[config.mk]
export PLATFORM = sky130hd
export DESIGN_NAME = cpu_seq
export DESIGN_NICKNAME = d
export VERILOG_FILES = /design/src/rtl/cpu_seq.sv
export SDC_FILE = /design/constraint.sdc
export NUM_CORES = 1
export LEC_CHECK = 0
export BUFFER_PORTS_ARGS = -buffer_cell sky130_fd_sc_hd__clkbuf_2
export CAP_MARGIN = 10
export CORE_UTILIZATION = 25
export CTS_CLUSTER_DIAMETER = 80
export DETAILED_ROUTE_END_ITERATION = 10
export HOLD_SLACK_MARGIN = 0.02
export PLACE_DENSITY_LB_ADDON = 0.25
export SYNTH_ARGS = -nofsm -noshare
export SYNTH_HDL_FRONTEND = slang
export SYNTH_SLANG_ARGS = --single-unit
[constraint.sdc]
create_clock -name clk -period 3 [get_ports clk]
set_clock_uncertainty 0.1 [all_clocks]
set_input_delay 0.75 -clock clk [delete_from_list [all_inputs] [get_ports clk]]
set_output_delay 0.75 -clock clk [all_outputs]
set_load 0.05 [all_outputs]
[src/rtl/cpu_seq.sv]
// -----------------------------------------------------------------------------
// cpu_seq -- fetch/execute sequencer for the 16-bit CPU
//
// Fetches one instruction at a time over the memory handshake, holds it in
// the instruction register (IR) and drives the register file selects/strobes
// for exactly one write per instruction. PC increment happens only on the
// fetch ack cycle, so it can never coincide with a normal register write.
//
// Parameters
//   TIMEOUT   cycles a memory request may stay un-acked before halting with err
//   TO_W      width of the timeout counter (must hold TIMEOUT)
//
// Ports
//   clk        in   system clock, state updates on posedge
//   reset      in   asynchronous active-low reset; forces all outputs to 0
//   mem_rdata  in   memory read data (instruction or load data)
//   mem_ack    in   memory completes the current request this cycle
//   alu_zero   in   register file regr0 output == 0
//   mem_req    out  memory request, held until mem_ack
//   mem_we     out  request is a store
//   regr0s     out  register file read select 0
//   regr1s     out  register file read select 1
//   regws      out  register file write select
//   we         out  register file write enable (never with regws == 0)
//   he         out  high-byte write: regw[6:0] -> R[15:9]
//   incr_pc    out  R7 += 2 strobe
//   alu_fn     out  ALU function, IR[2:0]
//   wb_sel     out  regw source: 0 ALU, 1 mem_rdata, 2 IR[6:0], 3 regr1
//   halted     out  sequencer is in HALT
//   err        out  halt caused by illegal opcode or timeout (sticky)
// -----------------------------------------------------------------------------
module cpu_seq #(
    parameter int TIMEOUT = 255,
    parameter int TO_W    = 8
) (
    input  logic        clk,
    input  logic        reset,
    input  logic [15:0] mem_rdata,
    input  logic        mem_ack,
    input  logic        alu_zero,
    output logic        mem_req,
    output logic        mem_we,
    output logic [2:0]  regr0s,
    output logic [2:0]  regr1s,
    output logic [2:0]  regws,
    output logic        we,
    output logic        he,
    output logic        incr_pc,
    output logic [2:0]  alu_fn,
    output logic [1:0]  wb_sel,
    output logic        halted,
    output logic        err
);

    typedef enum logic [1:0] {
        S_FETCH = 2'd0,
        S_EXEC  = 2'd1,
        S_MEM   = 2'd2,
        S_HALT  = 2'd3
    } state_t;

    localparam logic [3:0] OP_NOP  = 4'h0;
    localparam logic [3:0] OP_ALU  = 4'h1;
    localparam logic [3:0] OP_LDW  = 4'h2;
    localparam logic [3:0] OP_STW  = 4'h3;
    localparam logic [3:0] OP_LDH  = 4'h4;
    localparam logic [3:0] OP_BEQZ = 4'h5;
    localparam logic [3:0] OP_HALT = 4'hF;

    localparam logic [1:0] WB_ALU = 2'd0;
    localparam logic [1:0] WB_MEM = 2'd1;
    localparam logic [1:0] WB_IMM = 2'd2;
    localparam logic [1:0] WB_R1  = 2'd3;

    state_t          state;
    logic [15:0]     ir;
    logic [TO_W-1:0] to_cnt;
    logic            err_q;

    // Instruction fields of the held instruction.
    logic [3:0] op;
    logic [2:0] rd;
    logic [2:0] rs1;
    logic [2:0] rs2;

    assign op  = ir[15:12];
    assign rd  = ir[11:9];
    assign rs1 = ir[8:6];
    assign rs2 = ir[5:3];

    // A bus request is outstanding in FETCH and MEM; used for timeout counting.
    logic req_active;
    logic timeout_hit;

    assign req_active  = (state == S_FETCH) || (state == S_MEM);
    // The request has already been un-acked for TIMEOUT-1 cycles; if this
    // cycle also goes un-acked, the limit is reached and we halt.
    assign timeout_hit = (to_cnt == TO_W'(TIMEOUT - 1));

    // NOTE: sequential state uses non-blocking assignments so every register
    // samples the pre-edge values of the others, independent of statement order.
    always_ff @(posedge clk or negedge reset) begin
        if (!reset) begin
            state  <= S_FETCH;
            ir     <= '0;
            to_cnt <= '0;
            err_q  <= 1'b0;
        end else begin
            // Clearing whenever no request is waiting covers both state entry
            // (EXEC/ack cycles have no waiting request) and the ack itself.
            if (req_active && !mem_ack)
                to_cnt <= to_cnt + TO_W'(1);
            else
                to_cnt <= '0;

            unique case (state)
                S_FETCH: begin
                    if (mem_ack) begin
                        ir <= mem_rdata;
                        // Decode straight from the bus: IR is loaded on this edge.
                        case (mem_rdata[15:12])
                            OP_NOP:                    state <= S_FETCH;
                            OP_ALU, OP_LDH, OP_BEQZ:   state <= S_EXEC;
                            OP_LDW, OP_STW:            state <= S_MEM;
                            OP_HALT:                   state <= S_HALT;
                            default: begin
                                state <= S_HALT;
                                err_q <= 1'b1;
                            end
                        endcase
                    end else if (timeout_hit) begin
                        state <= S_HALT;
                        err_q <= 1'b1;
                    end
                end
                S_EXEC: state <= S_FETCH;
                S_MEM: begin
                    if (mem_ack) begin
                        state <= S_FETCH;
                    end else if (timeout_hit) begin
                        state <= S_HALT;
                        err_q <= 1'b1;
                    end
                end
                S_HALT: state <= S_HALT;
                default: state <= S_HALT;
            endcase
        end
    end

    // Outputs are combinational from state, IR and mem_ack, and are gated by
    // reset so a mid-request reset drops mem_req without waiting for a clock.
    // NOTE: every output gets a default at the top of the block; without it,
    // paths that skip an assignment would infer latches.
    always_comb begin
        mem_req = 1'b0;
        mem_we  = 1'b0;
        regr0s  = 3'd0;
        regr1s  = 3'd0;
        regws   = 3'd0;
        we      = 1'b0;
        he      = 1'b0;
        incr_pc = 1'b0;
        alu_fn  = 3'd0;
        wb_sel  = WB_ALU;
        halted  = 1'b0;
        err     = 1'b0;

        if (reset) begin
            alu_fn = ir[2:0];
            err    = err_q;

            unique case (state)
                S_FETCH: begin
                    regr0s  = 3'd7;
                    mem_req = 1'b1;
                    incr_pc = mem_ack;
                end
                S_EXEC: begin
                    regr0s = (op == OP_BEQZ) ? rd  : rs1;
                    regr1s = (op == OP_BEQZ) ? rs1 : rs2;
                    case (op)
                        OP_ALU: begin
                            we     = 1'b1;
                            regws  = rd;
                            wb_sel = WB_ALU;
                        end
                        OP_LDH: begin
                            we     = 1'b1;
                            he     = 1'b1;
                            regws  = rd;
                            wb_sel = WB_IMM;
                        end
                        OP_BEQZ: begin
                            // Branch target comes from rs1 through the regr1 port.
                            we     = alu_zero;
                            regws  = 3'd7;
                            wb_sel = WB_R1;
                        end
                        default: ;
                    endcase
                end
                S_MEM: begin
                    regr0s  = rs1;
                    regr1s  = rd;
                    mem_req = 1'b1;
                    mem_we  = (op == OP_STW);
                    if (op == OP_LDW && mem_ack) begin
                        we     = 1'b1;
                        regws  = rd;
                        wb_sel = WB_MEM;
                    end
                end
                S_HALT: halted = 1'b1;
                default: ;
            endcase

            // R0 is hardwired zero: a write to it is decoded as no write.
            if (regws == 3'd0) begin
                we = 1'b0;
                he = 1'b0;
            end
        end
    end

endmodule

==> results_dict.tcl <==
set metrics [dict create \
    synthCells 154 \
    cp_data_arrival_time_ns 2.00 \
    dr.pass1.iters 4 \
    synthAdderAreaFrac_pct 4.792 \
    clockBufferDepth 2 \
    drc_errors 0 \
    critPathCaptureType "output pin" \
    stdcell_count 270 \
    worst_pin_slew_ns 0.8144 \
    die_area_sq_mm 0.006587 \
    antenna_found_initial 0 \
    critical_path_required_ns 2.15 \
    synth_warnings 0 \
    grt_max_degree 39 \
    ios 41 \
    multi_input_area_sq_um 843.3 \
    synth_top_family_by_area "simple AND/OR/NAND/NOR gates" \
    yosys-top-cells-count "dfrtp_1 (27), mux2_2 (15), nand2_1 (13)" \
    die_h_um 81.16 \
    critPathLaunchType "flop" \
    synth-edff-count 0 \
    p_leak_nw 0.9609 \
    outcome "finished, final reports clean" \
    syn2layout_area_growth_pct 23.48 \
    synth_area_leader_cell "dfrtp_1" \
    vias 1286 \
    synthArstFlopShare_pct 100.0 \
    slowest_stage "dfrtp_1" \
    initial_utilization_pct 26.15 \
    max_freq_ghz 0.3513 \
    cts_max_level 1 \
    slew_headroom_pct 45.58 \
    cp_top_family "flip-flops" \
    grt_pass1_wl_mm 5.871 \
    synth_area_leaders "dfrtp_1 (43%), mux2_2 (11%), ha_1 (4.8%)" \
    finalHoldWorstSlack_ns 0.3751 \
    seqCellArea_sq_um 675.6 \
    numCtsBuffers 3 \
    clkSinkCount 27 \
    clk_latency_ns 0.27 \
    synth.distinct_cells 40 \
    crit_type "reg2out" \
    clock-root-buffer "clkbuf_8" \
    n_antenna_cell 0 \
    fin_crit_sh_pct 94.88 \
    yosysSeqAreaShare_pct 43.13 \
    drt_iter0_markers 56 \
    ys_seq_elements 27 \
    synth_ff_type "dfrtp_1" \
    crit_buf_inv 2 \
    place.gp.congestion 0.7130 \
    fill_cells 638 \
    hold_viol_final 0 \
    wl_mm 3.456 \
    ir_drop_mv 0.1420 \
    core_sq_mm 0.005991 \
    gr-total-overflow 0 \
    grt_pass1_vias 1253 \
    crit_chain "inv_1 > ha_2 > and4bb_1 > a32oi_2 > o21ai_0 > buf_2" \
    synth_nets 180 \
    dp_cells 266 \
    viasPerCell 4.763 \
    power_density_mw_per_mm2 313.8 \
    worst_slack_ns 0.1535 \
    port_buffers 40 \
    dp_slack_ns 0.2239 \
    synth_xor_area_share_pct 2.236 \
    postRouteAntennaNets 0 \
    min_period_ns 2.846 \
    synth.avg_cell_area_sq_um 10.17 \
    crit_path_max_fanout 8 \
    die_width_um 81.16 \
    setup_tns_ns 0 \
    synthMuxAreaShare_pct 12.70 \
    syn_area_sq_mm 0.001567 \
    final_max_slew_viol_count 0 \
    synth_simple_gate_area_share_pct 19.97 \
    layout-drive-gt1-share_pct 35.38 \
    max-cap-violations 0 \
    hold_path.class "in2async" \
    cts_setup_buffers 0 \
    wl_per_cell_um 12.80 \
    synth.top_cell.area_share_pct 43.13 \
    clk_pin_slew_ns 0.09 \
    post-route-util_pct 32.29 \
    synth-compound-area-share_pct 13.34 \
    rsz0062_at_grt "no" \
    num_rows 28 \
    setup_viol 0 \
    grtUsageTotal_pct 11.75 \
    cpPeakStageDelay_ns 0.42 \
    synth.most_common_cell "dfrtp_1" \
    tritoncts "built" \
    hpwl_mm 2.606 \
    nets 222 \
]
==> final timing paths <==
| check | cells after the start | end | from | slack [ns] |
|---|---|---|---|---|
| min in group clk | 1 | err_q | err_q | 0.38 |
| worst max register to register | 5 | err_q | state[0] | 0.93 |
| worst min-delay path | 2 | to_cnt[4] | reset | 0.38 |
| worst min register to register | 1 | err_q | err_q | 0.38 |
| worst max-delay path | 6 | regws[0] | state[0] | 0.15 |
| max in group asynchronous | 2 | ir[12] | reset | 2.25 |
==> state kept, by name (all words and copies together) (netlist names) <==
signal	cells
err_q	1
ir	16
state	2
to_cnt	8
==> cells by family after synthesis <==
kind of cell / count (synthesis)
XOR/XNOR: 4
multiplexers: 18
flip-flops: 27
AO/OA/AOI/OAI: 32
AND/OR/NAND/NOR: 55
adder cells (fa/ha/maj): 6
buffers and inverters: 12
==> per-layer routing <==
layer,wire length [um],global-route usage [%],up-vias
met5,0,0,-
li1,-,-,638
met4,42,5.714,0
met2,1565,18.32,27
met1,1660,15.55,619
met3,188,2.135,2
==> through the flow <==
step           area (sq um)  total power, mW
2_1_floorplan          1572           0.3782
3_3_place_gp           1878           0.4061
3_5_place_dp           1878           0.4061
4_1_cts                1927           0.6208
5_1_grt                1934           0.6364
6_report               1934           0.6070
==> where the power goes <==
part	total, mW	switching (mW)	internal [mW]
Sequential	0.364	0	0.364
Combinational	0.0342	0.0202	0.0141
Clock	0.209	0.116	0.0931
Total	0.607	0.136	0.471
==> placed cells by master, fill, tap and decap left out, types with 2 or more instances in the layout <==
cell type and instances:
nor3_1 2, dfrtp_1 27, and3_1 3, o22ai_1 3, nand2b_1 2, nor2_1 6
a31oi_1 3, inv_1 6, mux2i_1 3, ha_1 5, and2_1 6, nor3b_2 2
clkbuf_8 3, buf_12 2, buf_4 3, or3_1 3, nand3_1 8, nand2_1 13
o21ai_1 3, clkbuf_2 37, mux2_2 15, a21oi_1 8, xor2_1 3, o21ai_0 7
o221ai_1 2
==> final cells by class <==
cell class / instances / share of cell area [%]
well taps: 75 / 4.851
multi-input cells: 115 / 43.60
clock buffers: 3 / 2.135
inverters: 6 / 1.164
clock inverters: 1 / 0.2587
flip-flops and latches: 27 / 34.93
repair buffers: 43 / 13.07
==> what timing repair did <==
action / CTS / global route
gates resized for setup: 1 / 4
hold buffers: 0 / 0
endpoints found under the setup margin: 1 / 5
pin swaps: 0 / 0
hold endpoints to repair: 0 / 0
Note: power is estimated with default switching activity, not from simulation.
